[config.mk]
export PLATFORM = sky130hd
export DESIGN_NAME = uart_boot_ctrl
export DESIGN_NICKNAME = d
export VERILOG_FILES = /design/src/rtl/uart_boot_ctrl.sv
export SDC_FILE = /design/constraint.sdc
export NUM_CORES = 1
export LEC_CHECK = 0
export ABC_AREA = 1
export BUFFER_PORTS_ARGS = -buffer_cell sky130_fd_sc_hd__buf_2
export CAP_MARGIN = 40
export CELL_PAD_IN_SITES_DETAIL_PLACEMENT = 0
export CELL_PAD_IN_SITES_GLOBAL_PLACEMENT = 2
export CORE_AREA = 2 2 132 134
export CTS_CLUSTER_SIZE = 30
export DETAILED_ROUTE_END_ITERATION = 16
export DIE_AREA = 0 0 134 136
export PLACE_DENSITY_LB_ADDON = 0.3
export SYNTH_ARGS = -nofsm -noshare
export SYNTH_HDL_FRONTEND = slang
export SYNTH_SLANG_ARGS = --single-unit
[constraint.sdc]
create_clock -name clock -period 5.5 [get_ports clock]
set_clock_uncertainty 0.15 [all_clocks]
set_input_delay 0 -clock clock [delete_from_list [all_inputs] [get_ports clock]]
set_output_delay 0 -clock clock [all_outputs]
set_load 0.02 [all_outputs]
[src/rtl/uart_boot_ctrl.sv]
// UART boot loader: waits for a SYNC-framed image on the UART, writes it into
// program RAM, answers ACK/NAK, then releases the CPU. If no SYNC arrives
// within BOOT_WAIT_CYC cycles the existing RAM contents are booted directly.
// Ports:
//   clock, reset              system clock, async active-high reset
//   rx_byte, rx_valid         received UART byte + one-cycle strobe
//   tx_busy, tx_start, tx_byte  UART transmitter handshake
//   cpu_reset                 high while the loader owns the RAM
//   cpu_addr/dout/mem_rd/mem_wr  CPU memory port (used only in RUN)
//   mem_addr/din/rd/wr        program RAM port
module uart_boot_ctrl #(
    parameter int unsigned ADDR_W        = 8,
    parameter int unsigned BOOT_WAIT_CYC = 1200000,
    parameter int unsigned BYTE_TO_CYC   = 120000
) (
    input  logic              clock,
    input  logic              reset,
    input  logic [7:0]        rx_byte,
    input  logic              rx_valid,
    input  logic              tx_busy,
    output logic              tx_start,
    output logic [7:0]        tx_byte,
    output logic              cpu_reset,
    input  logic [ADDR_W-1:0] cpu_addr,
    input  logic [7:0]        cpu_dout,
    input  logic              cpu_mem_rd,
    input  logic              cpu_mem_wr,
    output logic [ADDR_W-1:0] mem_addr,
    output logic [7:0]        mem_din,
    output logic              mem_rd,
    output logic              mem_wr
);

    localparam int unsigned BOOT_W = $clog2(BOOT_WAIT_CYC + 1);
    localparam int unsigned TO_W   = $clog2(BYTE_TO_CYC + 1);
    localparam int unsigned DEPTH  = 2 ** ADDR_W;
    localparam logic [7:0]  SYNC   = 8'hA5;
    localparam logic [7:0]  ACK    = 8'h06;
    localparam logic [7:0]  NAK    = 8'h15;

    typedef enum logic [2:0] {
        S_WAIT_SYNC, S_LEN_H, S_LEN_L, S_DATA, S_CSUM, S_RESP, S_RUN
    } state_t;

    state_t              state_q, state_d;
    logic [BOOT_W-1:0]   boot_cnt_q, boot_cnt_d;
    logic [TO_W-1:0]     to_cnt_q, to_cnt_d;
    logic [15:0]         len_q, len_d;
    logic [15:0]         cnt_q, cnt_d;
    logic [7:0]          csum_q, csum_d;
    logic [7:0]          resp_q, resp_d;
    logic                tx_start_q, tx_start_d;
    logic [7:0]          tx_byte_q, tx_byte_d;
    logic                cpu_reset_q, cpu_reset_d;
    logic                ld_wr_q, ld_wr_d;
    logic [ADDR_W-1:0]   ld_addr_q, ld_addr_d;
    logic [7:0]          ld_din_q, ld_din_d;

    logic        is_sync, boot_exp, to_exp, last_byte, len_bad, in_frame, run;
    logic [15:0] len_new;

    assign is_sync   = rx_valid && (rx_byte == SYNC);
    assign boot_exp  = (boot_cnt_q == BOOT_W'(BOOT_WAIT_CYC - 1));
    assign to_exp    = (to_cnt_q == TO_W'(BYTE_TO_CYC - 1));
    assign last_byte = (cnt_q == (len_q - 16'd1));
    assign len_new   = {len_q[15:8], rx_byte};
    assign len_bad   = (len_new == 16'd0) || (32'(len_new) > DEPTH);
    assign in_frame  = (state_q == S_LEN_H) || (state_q == S_LEN_L) ||
                       (state_q == S_DATA)  || (state_q == S_CSUM);
    assign run       = (state_q == S_RUN);

    // State and datapath registers
    always_ff @(posedge clock or posedge reset) begin
        if (reset) begin
            state_q     <= S_WAIT_SYNC;
            boot_cnt_q  <= '0;
            to_cnt_q    <= '0;
            len_q       <= '0;
            cnt_q       <= '0;
            csum_q      <= '0;
            resp_q      <= '0;
            tx_start_q  <= 1'b0;
            tx_byte_q   <= '0;
            cpu_reset_q <= 1'b1;
            ld_wr_q     <= 1'b0;
            ld_addr_q   <= '0;
            ld_din_q    <= '0;
        end else begin
            state_q     <= state_d;
            boot_cnt_q  <= boot_cnt_d;
            to_cnt_q    <= to_cnt_d;
            len_q       <= len_d;
            cnt_q       <= cnt_d;
            csum_q      <= csum_d;
            resp_q      <= resp_d;
            tx_start_q  <= tx_start_d;
            tx_byte_q   <= tx_byte_d;
            cpu_reset_q <= cpu_reset_d;
            ld_wr_q     <= ld_wr_d;
            ld_addr_q   <= ld_addr_d;
            ld_din_q    <= ld_din_d;
        end
    end

    // Next-state logic; a received byte always beats a same-cycle timeout
    always_comb begin
        state_d = state_q;
        unique case (state_q)
            S_WAIT_SYNC: if (is_sync) state_d = S_LEN_H;
                         else if (boot_exp) state_d = S_RUN;
            S_LEN_H:     if (rx_valid) state_d = S_LEN_L;
                         else if (to_exp) state_d = S_WAIT_SYNC;
            S_LEN_L:     if (rx_valid) state_d = len_bad ? S_RESP : S_DATA;
                         else if (to_exp) state_d = S_WAIT_SYNC;
            S_DATA:      if (rx_valid) begin
                             if (last_byte) state_d = S_CSUM;
                         end else if (to_exp) state_d = S_WAIT_SYNC;
            S_CSUM:      if (rx_valid) state_d = S_RESP;
                         else if (to_exp) state_d = S_WAIT_SYNC;
            S_RESP:      if (!tx_busy) state_d = (resp_q == ACK) ? S_RUN : S_WAIT_SYNC;
            S_RUN:       state_d = S_RUN;
            default:     state_d = S_WAIT_SYNC;
        endcase
    end

    // Output and datapath next values
    always_comb begin
        boot_cnt_d  = '0;
        to_cnt_d    = '0;
        len_d       = len_q;
        cnt_d       = cnt_q;
        csum_d      = csum_q;
        resp_d      = resp_q;
        tx_start_d  = 1'b0;
        tx_byte_d   = tx_byte_q;
        cpu_reset_d = !run;
        ld_wr_d     = 1'b0;
        ld_addr_d   = ld_addr_q;
        ld_din_d    = ld_din_q;

        // Boot-wait counter runs only while remaining in WAIT_SYNC, so it
        // restarts from zero on every entry.
        if (state_q == S_WAIT_SYNC && state_d == S_WAIT_SYNC)
            boot_cnt_d = boot_cnt_q + BOOT_W'(1);

        if (in_frame && !rx_valid)
            to_cnt_d = to_cnt_q + TO_W'(1);

        unique case (state_q)
            S_WAIT_SYNC: if (is_sync) begin
                len_d  = '0;
                cnt_d  = '0;
                csum_d = '0;
            end
            S_LEN_H: if (rx_valid) len_d = {rx_byte, 8'h00};
            S_LEN_L: if (rx_valid) begin
                len_d = len_new;
                if (len_bad) resp_d = NAK;
            end
            S_DATA: if (rx_valid) begin
                ld_wr_d   = 1'b1;
                ld_addr_d = ADDR_W'(cnt_q);
                ld_din_d  = rx_byte;
                cnt_d     = cnt_q + 16'd1;
                csum_d    = csum_q + rx_byte;
            end
            S_CSUM: if (rx_valid) resp_d = (rx_byte == csum_q) ? ACK : NAK;
            S_RESP: if (!tx_busy) begin
                tx_start_d = 1'b1;
                tx_byte_d  = resp_q;
            end
            default: ;
        endcase
    end

    // RAM port: CPU pass-through in RUN, loader-owned otherwise
    assign mem_addr  = run ? cpu_addr   : ld_addr_q;
    assign mem_din   = run ? cpu_dout   : ld_din_q;
    assign mem_rd    = run ? cpu_mem_rd : 1'b0;
    assign mem_wr    = run ? cpu_mem_wr : ld_wr_q;
    assign tx_start  = tx_start_q;
    assign tx_byte   = tx_byte_q;
    assign cpu_reset = cpu_reset_q;

endmodule

Word-level counts from Yosys, hierarchy flattened
Cells that the tools add are included.
W data, S select, Z words.
{ "totals": {"ff_bits": 116, "out_inout_bits": 28} }
{ "classes": {"addsub": 5, "magnitude_cmp": 1, "eq_ne": 18, "muxes": 36, "bitwise": 2, "reduce_logical": 22} }
{ "op_table": {"columns": ["op", "n"], "rows": [
  ["$mux W8", 8],
  ["$mux W16", 3],
  ["$pmux W16 S3", 1],
  ["$mux W3", 11],
  ["$pmux W16 S2", 1],
  ["$pmux W8 S2", 2],
  ["$add A21 B1 Y21 const B", 1],
  ["$eq A21 B21 Y1 const B", 1],
  ["$mux W21", 1],
  ["$pmux W3 S7", 1],
  ["$add A17 B1 Y17 const B", 1],
  ["$eq A17 B17 Y1 const B", 1],
  ["$mux W17", 1],
  ["$add A16 B1 Y16 const B", 1],
  ["$eq A16 B16 Y1", 1],
  ["$gt A16 B9 Y1 const B", 1],
  ["$logic_not A16 Y1", 1],
  ["$sub A16 B1 Y16 const B", 1],
  ["$ne A2 B2 Y1 const B", 6],
  ["$reduce_and A4 Y1", 3],
  ["$eq A3 B3 Y1 const B", 3],
  ["$add A8 B8 Y8", 1],
  ["$eq A8 B3 Y1 const B", 1],
  ["$eq A8 B8 Y1", 1],
  ["other kinds (14)", 31]
]} }

Logic depth before layout (Yosys ltp)
Gate-level depths: netlist of run 1.
{ "logic_depth": {"ltp_word": 8, "mapped_depth": 18} }

Least setup slack after synthesis of run 1
No wires, ideal clock.
{ "synth_timing": {"path_kind": "flip-flop to flip-flop", "start": "register len_q[0]", "end": "register boot_cnt_q[1]", "arrival_time_ns": 1.915, "required_time_ns": 5.270, "slack_ns": 3.354, "path_stages_with_launch": 18, "period_less_slack_ns": 2.146, "path_cell_list": "dfrtp_1 > inv_2 > ha_1 > nand3_2 > nor2_2 > nand2_1 > nand2_1 > inv_1 > nor2_1 > nand2_1 > nor2_1 > nand2_1 > nand2_1 > nand2_1 > nand2_1 > nand2_2 > buf_6 > nor3_2"} }
{ "synth_via": {"elab_chain_len": 8} }
{ "synth_lines": {"columns": ["element", "line_no", "source"], "rows": [
  ["from (decl)", "48", "logic [15:0] len_q, len_d;"],
  ["from (signal assigned)", "92", "len_q <= len_d;"],
  ["$sub A16 B1 Y16", "65", "assign last_byte = (cnt_q == (len_q - 16'd1));"],
  ["$eq A16 B16 Y1", "65", null],
  ["$mux W3", "116", "if (last_byte) state_d = S_CSUM;"],
  ["$mux W3", "115", "S_DATA: if (rx_valid) begin"],
  ["$pmux W3 S7", "108", "unique case (state_q)"],
  ["$logic_not A3 Y1", "143", "if (state_q == S_WAIT_SYNC && state_d == S_WAIT_SYNC)"],
  ["$logic_and A1 B1 Y1", "143", null],
  ["$mux W21", "143", null],
  ["via boot_cnt_d[1]", "46", "logic [BOOT_W-1:0] boot_cnt_q, boot_cnt_d;"],
  ["to (signal assigned)", "90", "boot_cnt_q <= boot_cnt_d;"],
  ["to (decl)", "46", null]
]} }
The timed path passes the listed nets, and every way through them passes these cells.
A chain may end at the register's enable or synchronous reset.

Worst setup path after layout of run 1
{ "layout_timing": {"start": "register len_q[0]", "end": "register boot_cnt_q[20]"} }
Same word-level chain as after synthesis.

==> results of run 1 <==
## repair_timing
item | 4_1_cts | 5_1_grt
endpoints found under the hold margin | 74 | 0
hold buffers | 11 | 0
endpoints found under the setup margin | 0 | 0
buffers inserted | 0 | 0
## sequential cells by signal, summed over array words and instances (netlist names)
| register | flops |
|---|---|
| boot_cnt_q | 21 |
| to_cnt_q | 17 |
| ld_addr_q | 8 |
| len_q | 16 |
| csum_q | 8 |
| resp_q | 3 |
| cnt_q | 16 |
| state_q | 3 |
| tx_byte | 3 |
| tx_start | 1 |
| cpu_reset | 1 |
| ld_wr_q | 1 |
| ld_din_q | 8 |
## cell families after synthesis
logic type	Yosys count	share of synthesized area, %
compound gates	92	7.95
xor+xnor	35	4.78
fa+ha+maj	12	2.46
buf+inv	130	8.50
flops	106	41.3
mux	16	2.81
other cells	1	0.0584
simple gates	415	32.1
## where the power goes
group / switching (mW) / internal [mW]
clock: 0.306 / 0.381
sequential: 0.134 / 0.897
combinational: 0.697 / 0.413
total: 1.14 / 1.69
## synth_stat cells, drive strengths merged (7+ instances only)
| cell | number |
|---|---|
| dfrtp | 105 |
| xor2 | 22 |
| ha | 11 |
| nand4 | 21 |
| mux2 | 16 |
| buf | 15 |
| o21ai | 54 |
| xnor2 | 13 |
| clkbuf | 7 |
| inv | 107 |
| nor2 | 90 |
| nor4 | 9 |
| a21oi | 24 |
| nand2 | 170 |
| nand3 | 65 |
| nor3 | 49 |
## cell type report
type                            instances  share of cell area [%]
Inverter                              108                    5.60
Timing Repair Buffer                   69                    5.96
Multi-Input combinational cell        574                    44.1
Sequential cell                       106                    36.2
Clock buffer                           11                    3.45
Tap cell                              225                    3.84
Clock inverter                          5                   0.820
## metrics by stage
stage | setup WS, ns | hold slack (ns) | instances | cell area (sq um) | power, mW
finish | 2.75 | 0.0785 | 1098 | 7330 | 2.83
global route | 2.47 | 0.118 | 1098 | 7330 | 3.08
CTS | 2.73 | 0.0917 | 1098 | 7330 | 2.86
detailed placement | 2.76 | -0.0587 | 1071 | 6900 | 2.15
global placement | 2.82 | -0.0713 | 1068 | 6860 | 2.14
floorplan | 2.56 | -0.0736 | 810 | 6430 | 1.88
## worst paths after layout
kind,to,cells after the start
min in group clock,mem_rd,4
hold reg to reg,to_cnt_q[0]$_DFF_PP0_,1
setup / recovery,boot_cnt_q[20]$_DFF_PP0_,16
setup reg to reg,boot_cnt_q[20]$_DFF_PP0_,16
max in group asynchronous,cnt_q[13]$_DFFE_PP0P_,5
hold / removal,to_cnt_q[12]$_DFF_PP0_,3
## critical path, stage by stage, from the launching register on
cell,delay [ns]
dfrtp_1,0.41
inv_2,0.12
ha_1,0.23
nand3_2,0.14
nor2_2,0.19
nand2_1,0.07
nand2_1,0.09
inv_1,0.04
nor2_1,0.09
nand2_1,0.05
nor2_1,0.09
nand2_1,0.09
nand2_1,0.09
nand2_1,0.05
nand2_1,0.07
nand2_2,0.35
nor3_1,0.31
## per-layer routing
metal	vias up	track usage [%]
li1	2763	-
met1	2598	26.4
met2	84	31.6
met3	19	3.43
met4	0	5.85
met5	-	0
==> run metrics, run 1 <==
worst setup path startpoint=len_q[0]$_DFFE_PP0P_; core box area=0.0169 sq mm; WS Path Type=reg -> reg; Synth Instances=807; routed wire length=16500 um; number of synthesized flops with an enable pin=0; Via-to-Cell Ratio=4.98; Yosys top cell area share=40.9%; initial antenna violation count=0; critical path arrival=2.86 ns; Rows=48; status=complete, no violations; setup total negative slack=0 ns; proportion of layout cells with a drive suffix above 1=16.8%; ys async rst share=100%; antenna cells=0; Multi-input gate area=0.00323 sq mm; Initial Util=38.0%; fin crit period=2.75 ns; DIE AREA=0.0182 sq mm; clock slew at reported path FFs=0.07 ns; CP required=5.61 ns; met3 WL=413 um; flop2flop setup slack=2.75 ns; highest layer used for signal routing=met4; critical path launch point type=register; CTS Buffer Depth=2; number of global-route vias before repair=5345; mapped cell area=0.00642 sq mm; I/O pins=58; largest net degree at the start of global routing=43; final hold violations=0; root buf cell=clkbuf_16; Die X=134 um; utilization after layout=43.4%; leading area contributor after synthesis=dfrtp_1; leading cell types in the layout, fill and taps excluded=nand2_1 (164), dfrtp_1 (105), inv_1 (101), nor2_1 (79), nand3_1 (64); MaxCap Viol Count=0; Die Y-Extent=136 um; Port Buffers=53; YS warnings=0; fmax=0.364 GHz; Synth Flop Type=dfrtp_1; PD cells=386 mW/mm^2; M1 WL=8260 um; All-Layer GR Usage=19.4%; final period utilization=49.9%; routability-driven placement congestion ratio=0.880; clock tree sinks=106; Area Growth Syn to Fin=14.1%; DRC=0; clk_lat worst skew=0.36 ns; initial DRC count=346; register area=0.00265 sq mm; Overflow after GRT=0; H-tree levels=3; CTS Buf Count=9; Via Count=5464; drt first pass iters=4; TritonCTS clock tree=built; sequential area share after synthesis=41.3%; worst relative slew slack=44.5%; Syn Area/Cell=7.95 sq um; Avg WL per Cell=15.1 um; final slew viol count=0; VDD IR max=0.173 mV; antenna-violating nets left=0; most common cell after layout, fill and taps aside=nand2_1; RR Startpoint=len_q[0]$_DFFE_PP0P_; register bit total from synthesis=106; RSZ-0062 raised after global routing=false; worst-path fanout max=22; Worst Tran Pin Value=0.828 ns; post-DP HPWL=12400 um; Leak=3.49 nW; Gates resized, CTS repair=0; Hold Path Class=in -> async; Finish-stage setup viols=0; Final nets=910; Fillers=1724; synth top area cells=dfrtp_1 (41%), nand2_1 (9.6%), inv_1 (6.0%), nand3_1 (5.0%), nor2_1 (4.6%); CP endpoint kind=register; first-pass GRT wire length=27500 um; met2 WL=7590 um; post-synth cell types=54
(Power assumes the default switching activity.)
==> inputs of run 2 (changes only) <==
CORE_AREA = 2 2 137 139   (was 2 2 132 134)
DIE_AREA = 0 0 139 141   (was 0 0 134 136)
clock period = 2.7 ns   (was 5.5 ns; I/O delays follow)
==> run metrics, run 2 (synthesized netlist as in run 1, its figures left out) <==
worst-path fanout max=22; Die X=139 um; Finish-stage setup viols=0; number of global-route vias before repair=5499; Area Growth Syn to Fin=16.1%; Leak=3.56 nW; All-Layer GR Usage=17.7%; CP max stage cell=dfrtp_1; worst setup path startpoint=len_q[0]$_DFFE_PP0P_; utilization after layout=40.8%; post-DP HPWL=12300 um; Placed Instance Area=0.00702 sq mm; Rows=50; initial DRC count=351; Worst Tran Pin Value=0.600 ns; Hold Path Class=in -> out; initial antenna violation count=0; H-tree levels=3; Top reg by flops=boot_cnt_q; RSZ-0062 raised after global routing=false; CP required=2.82 ns; Via Count=5443; max FFs per register=21; drt first pass iters=4; fin crit period=2.49 ns; critical path launch point type=register; Overflow after GRT=0; routed wire length=16400 um; setup total negative slack=0 ns; Critical Path, Cell by Cell=inv_2 -> ha_2 -> nand3_4 -> o21ai_0 -> nand2_1 -> inv_1 -> nand3_1 -> nor3_1 -> nand2_1 -> nand2_1 -> nand2_1 -> nand2_1 -> nand2_2 -> buf_12 -> nor3_1; Port Buffers=53; RR Startpoint=len_q[0]$_DFFE_PP0P_; leading cell types in the layout, fill and taps excluded=nand2_1 (164), dfrtp_1 (105), inv_1 (101), nor2_1 (76), nand3_1 (64); most frequent CP cell=nand2_1; VDD IR max=0.341 mV; Die Y-Extent=141 um; critical path arrival=2.60 ns; antenna-violating nets left=0; CP endpoint kind=register; Avg WL per Cell=14.7 um; most common cell after layout, fill and taps aside=nand2_1; clock tree sinks=106; DRC=0; worst slack, placed=0.185 ns; post-CTS setup buffer count=0; Final nets=922; final hold violations=0; final slew viol count=0; DIE AREA=0.0196 sq mm; I/O pins=58; proportion of layout cells with a drive suffix above 1=18.3%; biggest regs=boot_cnt_q: 21 flops, to_cnt_q: 17 flops; Hold Startpoint=cpu_mem_rd; clk_lat worst skew=0.36 ns; routability-driven placement congestion ratio=0.890; Buf/Inv on CP=3; core box area=0.0183 sq mm; final period utilization=92.1%; finished layout cell area=0.00745 sq mm; worst setup margin=0.212 ns; CTS Buf Count=9; first-pass GRT wire length=28100 um; delay-heaviest family, CP=simple AND/OR/NAND/NOR gates; Via-to-Cell Ratio=4.86; TritonCTS clock tree=built; PD cells=771 mW/mm^2; largest net degree at the start of global routing=107; clock slew at reported path FFs=0.07 ns; WS Path Type=reg -> reg; fmax=0.402 GHz; root buf cell=clkbuf_16; MaxCap Viol Count=0; Initial Util=35.1%; antenna cells=0; worst relative slew slack=60.0%; CTS Buffer Depth=2; status=complete, no violations; Max stage delay on crit path=0.41 ns
## run 2: cell types whose count changed in the layout (fill, tap and decap cells not counted), sizes merged
| cell | before | now |
|---|---|---|
| clkbuf | 11 | 12 |
| buf | 58 | 70 |
| clkinvlp | 1 | 2 |
| inv | 109 | 106 |
| bufinv | 1 | 0 |
| clkinv | 2 | 4 |
## run 2: stage by stage
stage	total power, mW	instances	hold slack [ns]
floorplan	3.84	810	-0.0736
global placement	4.38	1091	0.0711
detailed placement	4.39	1092	0.0767
CTS	5.72	1119	0.170
global route	6.22	1119	0.197
finish	5.75	1119	0.163
## run 2: worst register-to-register path, stage by stage (launching register included)
cell and delay, ns:
dfrtp_1 0.41, inv_2 0.12, ha_2 0.23, nand3_4 0.13, o21ai_0 0.18, nand2_1 0.09
inv_1 0.06, nand3_1 0.07, nor3_1 0.19, nand2_1 0.10, nand2_1 0.11, nand2_1 0.06
nand2_1 0.07, nand2_2 0.06, buf_12 0.17, nor3_1 0.21
## run 2: what timing repair did
action / CTS / global route
hold buffers: 11 / 0
hold endpoints to repair: 138 / 0
endpoints found under the setup margin: 0 / 21
resized for setup: 0 / 8
## run 2: power by group
| group | leakage [nW] | switching, mW | internal, mW |
|---|---|---|---|
| combinational | 2.06 | 1.48 | 0.887 |
| clock | 0.139 | 0.603 | 0.676 |
| sequential | 1.36 | 0.271 | 1.83 |
| total | 3.56 | 2.36 | 3.39 |
## run 2: routing by layer
layer  vias to the layer above  wire length [um]  track usage, %
met5                         -                 0               0
met4                         0               149            4.15
met3                        14               429            2.68
met2                        68              7420            28.0
met1                      2582              8450            25.8
li1                       2779                 -               -
## run 2: worst paths after layout
check	end	slack, ns	cells after the start
setup / recovery	boot_cnt_q[20]$_DFF_PP0_	0.21	15
hold / removal	mem_rd	0.16	4
setup reg to reg	boot_cnt_q[20]$_DFF_PP0_	0.21	15
hold reg to reg	to_cnt_q[0]$_DFF_PP0_	0.31	1
max in group asynchronous	cnt_q[1]$_DFFE_PP0P_	1.74	4
min in group asynchronous	to_cnt_q[13]$_DFF_PP0_	0.19	4
## run 2: final cells by class
type,count,area [sq um]
Clock buffer,12,256
Clock inverter,4,26.3
Fill cell,1876,10800
Inverter,108,412
Multi-Input combinational cell,574,3270
Sequential cell,106,2650
Tap cell,234,293
Timing Repair Buffer,81,544
